==> src/rtl/byteswap_stream_source.sv <==
// AXI4-Stream test-pattern source: emits a counted burst of incrementing words,
// optionally byte-reversed so a downstream byte-swapper yields a natural count.
module byteswap_stream_source #(
   parameter int C_AXIS_TDATA_WIDTH = 512,
   parameter int C_WORD_BIT_WIDTH   = 32,
   parameter int C_LENGTH_WIDTH     = 32,
   parameter int C_PRESWAP          = 0
) (
   input  logic                            m_axis_aclk,
   input  logic                            m_axis_areset,
   input  logic                            ctrl_start,
   input  logic [C_LENGTH_WIDTH-1:0]       ctrl_length,
   input  logic [C_WORD_BIT_WIDTH-1:0]     ctrl_constant,
   output logic                            ctrl_busy,
   output logic                            ctrl_done,
   output logic                            m_axis_tvalid,
   input  logic                            m_axis_tready,
   output logic [C_AXIS_TDATA_WIDTH-1:0]   m_axis_tdata,
   output logic [C_AXIS_TDATA_WIDTH/8-1:0] m_axis_tkeep,
   output logic                            m_axis_tlast
);

   localparam int LP_NUM_WORDS = C_AXIS_TDATA_WIDTH / C_WORD_BIT_WIDTH;
   localparam int LP_NUM_BYTES = C_WORD_BIT_WIDTH / 8;

   typedef enum logic [1:0] {S_IDLE, S_RUN, S_DONE} state_t;

   state_t                          r_state;
   state_t                          w_next;
   logic [C_LENGTH_WIDTH-1:0]       r_remaining;
   logic [C_WORD_BIT_WIDTH-1:0]     r_base;
   logic [C_AXIS_TDATA_WIDTH-1:0]   r_tdata;
   logic                            r_tvalid;
   logic                            r_tlast;
   logic                            r_busy;
   logic                            r_done;

   logic                            w_start;
   logic                            w_handshake;
   logic                            w_lastBeat;
   logic                            w_nextLast;
   logic [C_WORD_BIT_WIDTH-1:0]     w_beatBase;
   logic [C_WORD_BIT_WIDTH-1:0]     w_word;
   logic [C_AXIS_TDATA_WIDTH-1:0]   w_beatData;

   assign w_start     = (r_state == S_IDLE) && ctrl_start;
   assign w_handshake = r_tvalid && m_axis_tready;
   assign w_lastBeat  = w_handshake && r_tlast;

   always_ff @(posedge m_axis_aclk) begin
      if (m_axis_areset) begin
         r_state <= S_IDLE;
      end else begin
         r_state <= w_next;
      end
   end

   always_comb begin
      w_next = r_state;
      case (r_state)
         S_IDLE: begin
            if (ctrl_start) begin
               w_next = (ctrl_length == '0) ? S_DONE : S_RUN;
            end
         end
         S_RUN: begin
            if (w_lastBeat) begin
               w_next = S_DONE;
            end
         end
         S_DONE:  w_next = S_IDLE;
         default: w_next = S_IDLE;
      endcase
   end

   // The register stage always holds the beat on the wire, so the next beat is
   // prepared from the word base that will apply once the current one is taken.
   always_comb begin
      w_beatBase = w_start ? ctrl_constant : r_base;
      w_nextLast = w_start ? (ctrl_length == C_LENGTH_WIDTH'(1))
                           : (r_remaining == C_LENGTH_WIDTH'(2));
      w_word     = '0;
      w_beatData = '0;
      for (int k = 0; k < LP_NUM_WORDS; k++) begin
         w_word = w_beatBase + C_WORD_BIT_WIDTH'(k);
         if (C_PRESWAP != 0) begin
            for (int j = 0; j < LP_NUM_BYTES; j++) begin
               w_beatData[k*C_WORD_BIT_WIDTH + j*8 +: 8] = w_word[(LP_NUM_BYTES-1-j)*8 +: 8];
            end
         end else begin
            w_beatData[k*C_WORD_BIT_WIDTH +: C_WORD_BIT_WIDTH] = w_word;
         end
      end
   end

   always_ff @(posedge m_axis_aclk) begin
      if (m_axis_areset) begin
         r_remaining <= '0;
         r_base      <= '0;
         r_tdata     <= '0;
         r_tvalid    <= 1'b0;
         r_tlast     <= 1'b0;
         r_busy      <= 1'b0;
         r_done      <= 1'b0;
      end else begin
         r_tvalid <= (w_next == S_RUN);
         r_busy   <= (w_next != S_IDLE);
         r_done   <= (w_next == S_DONE);
         if (w_start) begin
            r_remaining <= ctrl_length;
            r_base      <= ctrl_constant + C_WORD_BIT_WIDTH'(LP_NUM_WORDS);
            r_tdata     <= w_beatData;
            r_tlast     <= w_nextLast;
         end else if (w_handshake) begin
            r_remaining <= r_remaining - C_LENGTH_WIDTH'(1);
            r_base      <= r_base + C_WORD_BIT_WIDTH'(LP_NUM_WORDS);
            r_tdata     <= w_beatData;
            r_tlast     <= w_nextLast;
         end
      end
   end

   assign ctrl_busy     = r_busy;
   assign ctrl_done     = r_done;
   assign m_axis_tvalid = r_tvalid;
   assign m_axis_tdata  = r_tdata;
   assign m_axis_tlast  = r_tlast;
   assign m_axis_tkeep  = '1;

endmodule

==> config.mk <==
export PLATFORM = sky130hd
export DESIGN_NAME = byteswap_stream_source
export DESIGN_NICKNAME = d
export VERILOG_FILES = /design/src/rtl/byteswap_stream_source.sv
export SDC_FILE = /design/constraint.sdc
export NUM_CORES = 1
export LEC_CHECK = 0
export ABC_CLOCK_PERIOD_IN_PS = 4059
export BUFFER_PORTS_ARGS = -buffer_cell sky130_fd_sc_hd__buf_2
export CAP_MARGIN = 20
export CORE_AREA = 2 2 249 251
export DETAILED_ROUTE_END_ITERATION = 12
export DIE_AREA = 0 0 251 253
export PLACE_DENSITY_LB_ADDON = 0.12
export SLEW_MARGIN = 20
export SYNTH_ARGS = -nofsm -noshare
export SYNTH_HDL_FRONTEND = slang
export SYNTH_SLANG_ARGS = --single-unit
==> constraint.sdc <==
create_clock -name m_axis_aclk -period 4.06 [get_ports m_axis_aclk]
set_input_delay 0.609 -clock m_axis_aclk [delete_from_list [all_inputs] [get_ports m_axis_aclk]]
set_output_delay 0.609 -clock m_axis_aclk [all_outputs]
set_load 0.05 [all_outputs]
==> load_flow_metrics.sql <==
INSERT INTO impl_metrics (metric_group, metric, value, unit) VALUES
('hold_path', 'min-delay-start', 'ctrl_length[1]', ''),
('grt', 'global_route_wire_length_before_repair', '191', 'mm'),
('worst_setup_path', 'critical_path.max_stage_delay', '670', 'ps'),
('worst_setup_path', 'gate_family_responsible_for_the_most_delay_along_the_worst_path', 'simple AND/OR/NAND/NOR gates', ''),
('place', 'gpl.final_weighted_congestion', '1.07', ''),
('layout', 'post_layout_nonfiller_instances', '4827', ''),
('worst_setup_path', 'worstPathCellList', 'nor3b_4, buf_12, buf_12, nor4_1, nor2_1, buf_4, nor4_1, mux2_2, a31o_2', ''),
('outcome', 'status', 'completed', ''),
('worst_setup_path', 'cp.required', '4590', 'ps'),
('timing', 'layout_worst_path_cycle_share', '87.5', '%'),
('worst_setup_path', 'worstSetupEndpointType', 'flop', ''),
('cts', 'postCtsSetupRepairBufs', '0', ''),
('cts', 'cts_made_buffers', '59', ''),
('routing', 'totalWireLength', '136', 'mm'),
('cts', 'clk_pin_slew', '60', 'ps'),
('timing', 'report.final.hold_viol_count', '0', ''),
('hold_path', 'hold_class', 'in -> reg', ''),
('routing', 'final_antenna_net_count', '0', ''),
('flow_run', 'drv.max_cap_violation_count', '0', ''),
('timing', 'worst_clock_skew', '24.6', 'ps'),
('layout', 'finish.net_count', '4058', ''),
('yosys', 'ys_types', '89', ''),
('die', 'chipHeight', '253', 'um'),
('worst_setup_path', 'worst-path-buf-inv', '3', ''),
('power_and_ir_drop', 'power_density', '481', 'mW/mm^2'),
('yosys', 'synth_simple_gate_area_share', '23.3', '%'),
('grt', 'antenna_violations_before_repair', '14', ''),
('routing', 'routed_wire_per_std_cell', '28.2', 'um'),
('timing', 'finalWorstPathRequiredPeriod', '3550', 'ps'),
('timing', 'drv_slew', '0', ''),
('layout', 'syn_to_final_growth', '21.6', '%'),
('yosys', 'synth-xor-area-share', '6.93', '%'),
('worst_setup_path', 'cp_max_fo', '48', ''),
('power_and_ir_drop', 'vdd_ir_drop_max', '352', 'uV'),
('worst_setup_path', 'critPathLaunch', 'r_state[1]', ''),
('routing', 'post_drt_via_cell_ratio', '6.18', ''),
('routing', 'number_of_detailed_routing_iterations_run_before_antenna_repair', '6', ''),
('die', 'core.rowCount', '91', ''),
('yosys', 'synthesis_warnings', '0', ''),
('timing', 'fin_setup_tns', '0', 'ps'),
('grt', 'grt_start_max_net_pins', '133', ''),
('grt', 'grt_use_total', '40.8', '%'),
('yosys', 'post_synth_fa_ha_maj_area_fraction', '0.315', '%'),
('cts', 'clock_sink_count', '548', ''),
('yosys', 'synth.area.mux_share', '5.08', '%'),
('cts', 'cts_max_path_buffers', '3', ''),
('yosys', 'syn-cell-area', '0.0278', 'mm^2'),
('place', 'dp_cells', '4712', ''),
('cts', 'hold_buffers', '0', ''),
('yosys', 'async_flop_share', '0', '%'),
('grt', 'grt_pass1_vias', '26500', ''),
('layout', 'layout_commonest_cell', 'sky130_fd_sc_hd__buf_2', ''),
('place', 'place_hpwl', '100', 'mm'),
('routing', 'vias', '29800', ''),
('grt', 'globalRouteOverflowTotal', '0', ''),
('yosys', 'synth-edff-count', '0', ''),
('cts', 'post_cts_resized', '0', ''),
('layout', 'layout.cells.most_common_list', 'sky130_fd_sc_hd__buf_2 (582), sky130_fd_sc_hd__dfxtp_1 (548), sky130_fd_sc_hd__nand2_1 (424), sky130_fd_sc_hd__nor2_1 (341), sky130_fd_sc_hd__o21ai_0 (217)', ''),
('timing', 'grt_setup_unrepaired', 'no', ''),
('routing', 'drc', '0', ''),
('cts', 'clock-root-buffer', 'sky130_fd_sc_hd__clkbuf_16', ''),
('timing', 'relSlewSlack', '29.7', '%'),
('worst_setup_path', 'worstReg2RegStart', 'r_state[1]', ''),
('timing', 'highest_clock_frequency_the_design_can_meet', '281', 'MHz'),
('yosys', 'synth_area_per_cell', '8.03', 'um^2'),
('die', 'fp.dieW', '251', 'um'),
('die', 'top_level_ports', '648', ''),
('place', 'buffer_ports.inserted', '583', ''),
('worst_setup_path', 'timing.critical_path.arrival', '4090', 'ps'),
('power_and_ir_drop', 'power_leakage', '0.0143', 'uW'),
('timing', 'max_slew.worst_pin.slew', '1050', 'ps');
==> final cells by class <==
type                       instances  area [um^2]  share of cell area [%]
clock buffer                      89         1740                    5.15
tap                              790          988                    2.92
timing repair buffer             785         4600                    13.6
inverter                          14         57.6                   0.170
clock inverter                    17          264                   0.780
multi-input combinational       2575        15200                    44.9
sequential                       548        11000                    32.4
antenna                            9         22.5                  0.0666
==> state kept, by name, summed over array words and instances, names as in the netlist <==
| name | cells |
|---|---|
| r_state | 2 |
| m_axis_tvalid | 1 |
| r_remaining | 32 |
| m_axis_tlast | 1 |
| r_base | 32 |
| ctrl_done | 1 |
| m_axis_tdata | 478 |
| ctrl_busy | 1 |
==> cells in the mapped netlist, drive strengths merged (7+ instances only) <==
| cell | n | area, um^2 |
|---|---|---|
| o221ai | 7 | 67.6 |
| or2 | 14 | 87.6 |
| nor2 | 349 | 1320 |
| nand2b | 7 | 43.8 |
| a21oi | 199 | 1000 |
| and2 | 9 | 56.3 |
| nand4 | 33 | 213 |
| inv | 12 | 45.0 |
| ha | 7 | 87.6 |
| buf | 175 | 1160 |
| o211ai | 32 | 245 |
| a211o | 33 | 289 |
| o21ai | 223 | 1120 |
| nand4b | 7 | 61.3 |
| nor3 | 183 | 936 |
| nand3 | 208 | 1040 |
| mux2 | 32 | 379 |
| o211a | 11 | 110 |
| a211oi | 81 | 613 |
| a22oi | 18 | 145 |
| o311ai | 22 | 193 |
| mux2i | 99 | 1030 |
| a221o | 36 | 360 |
| a31oi | 12 | 75.1 |
| or3 | 50 | 313 |
| xor2 | 136 | 1190 |
| a311oi | 17 | 149 |
| and3 | 36 | 225 |
| nor4 | 50 | 358 |
| a31o | 16 | 140 |
| nand2 | 426 | 1600 |
| dfxtp | 548 | 11000 |
| xnor2 | 84 | 736 |
| nor3b | 9 | 72.6 |
| clkbuf | 213 | 801 |
==> layer usage <==
metal | wire length (um) | vias to the layer above | GRT usage, %
met3 | 15100 | 383 | 9.81
met5 | 50 | - | 0
met2 | 58500 | 1884 | 61.0
met1 | 54100 | 14400 | 54.3
li1 | - | 13200 | -
met4 | 8440 | 10 | 22.1
==> cell families after synthesis <==
kind of cell | Yosys count
mux | 131
fa+ha+maj | 7
xor+xnor | 220
simple gates | 1398
other cells | 1
buf+inv | 402
flops | 548
compound gates | 755
==> power by group <==
group,leakage [uW],internal (uW),switching (uW)
registers,0.00449,5790,313
clock network,0.000989,3380,2370
logic,0.00878,997,3410
==> worst register-to-register path, delay by kind of cell (launching register included) <==
family	cells	cell delay (ps)
AO/OA/AOI/OAI	1	210
AND/OR/NAND/NOR	4	1670
buffers and inverters	3	670
flip-flops	1	490
multiplexers	1	410
==> final timing paths <==
check / slack [ps] / cells after the start / to
hold reg to reg: 440 / 2 / m_axis_tdata[497]
hold / removal: 250 / 3 / r_remaining[1]
setup / recovery: 510 / 9 / m_axis_tdata[402]
setup reg to reg: 510 / 9 / m_axis_tdata[402]
==> through the flow <==
stage	utilization [%]	worst slack, ps	hold slack [ps]	power, uW	cell area, um^2
3_5_place_dp	52.1	288	432	10500	31800
2_1_floorplan	-	5.61	441	9120	28100
4_1_cts	55.4	566	240	16200	33800
3_3_place_gp	52.1	223	428	10500	31800
6_report	55.4	507	255	16300	33800
5_1_grt	55.4	359	254	16700	33800
Note: power is estimated with default switching activity, not from simulation.
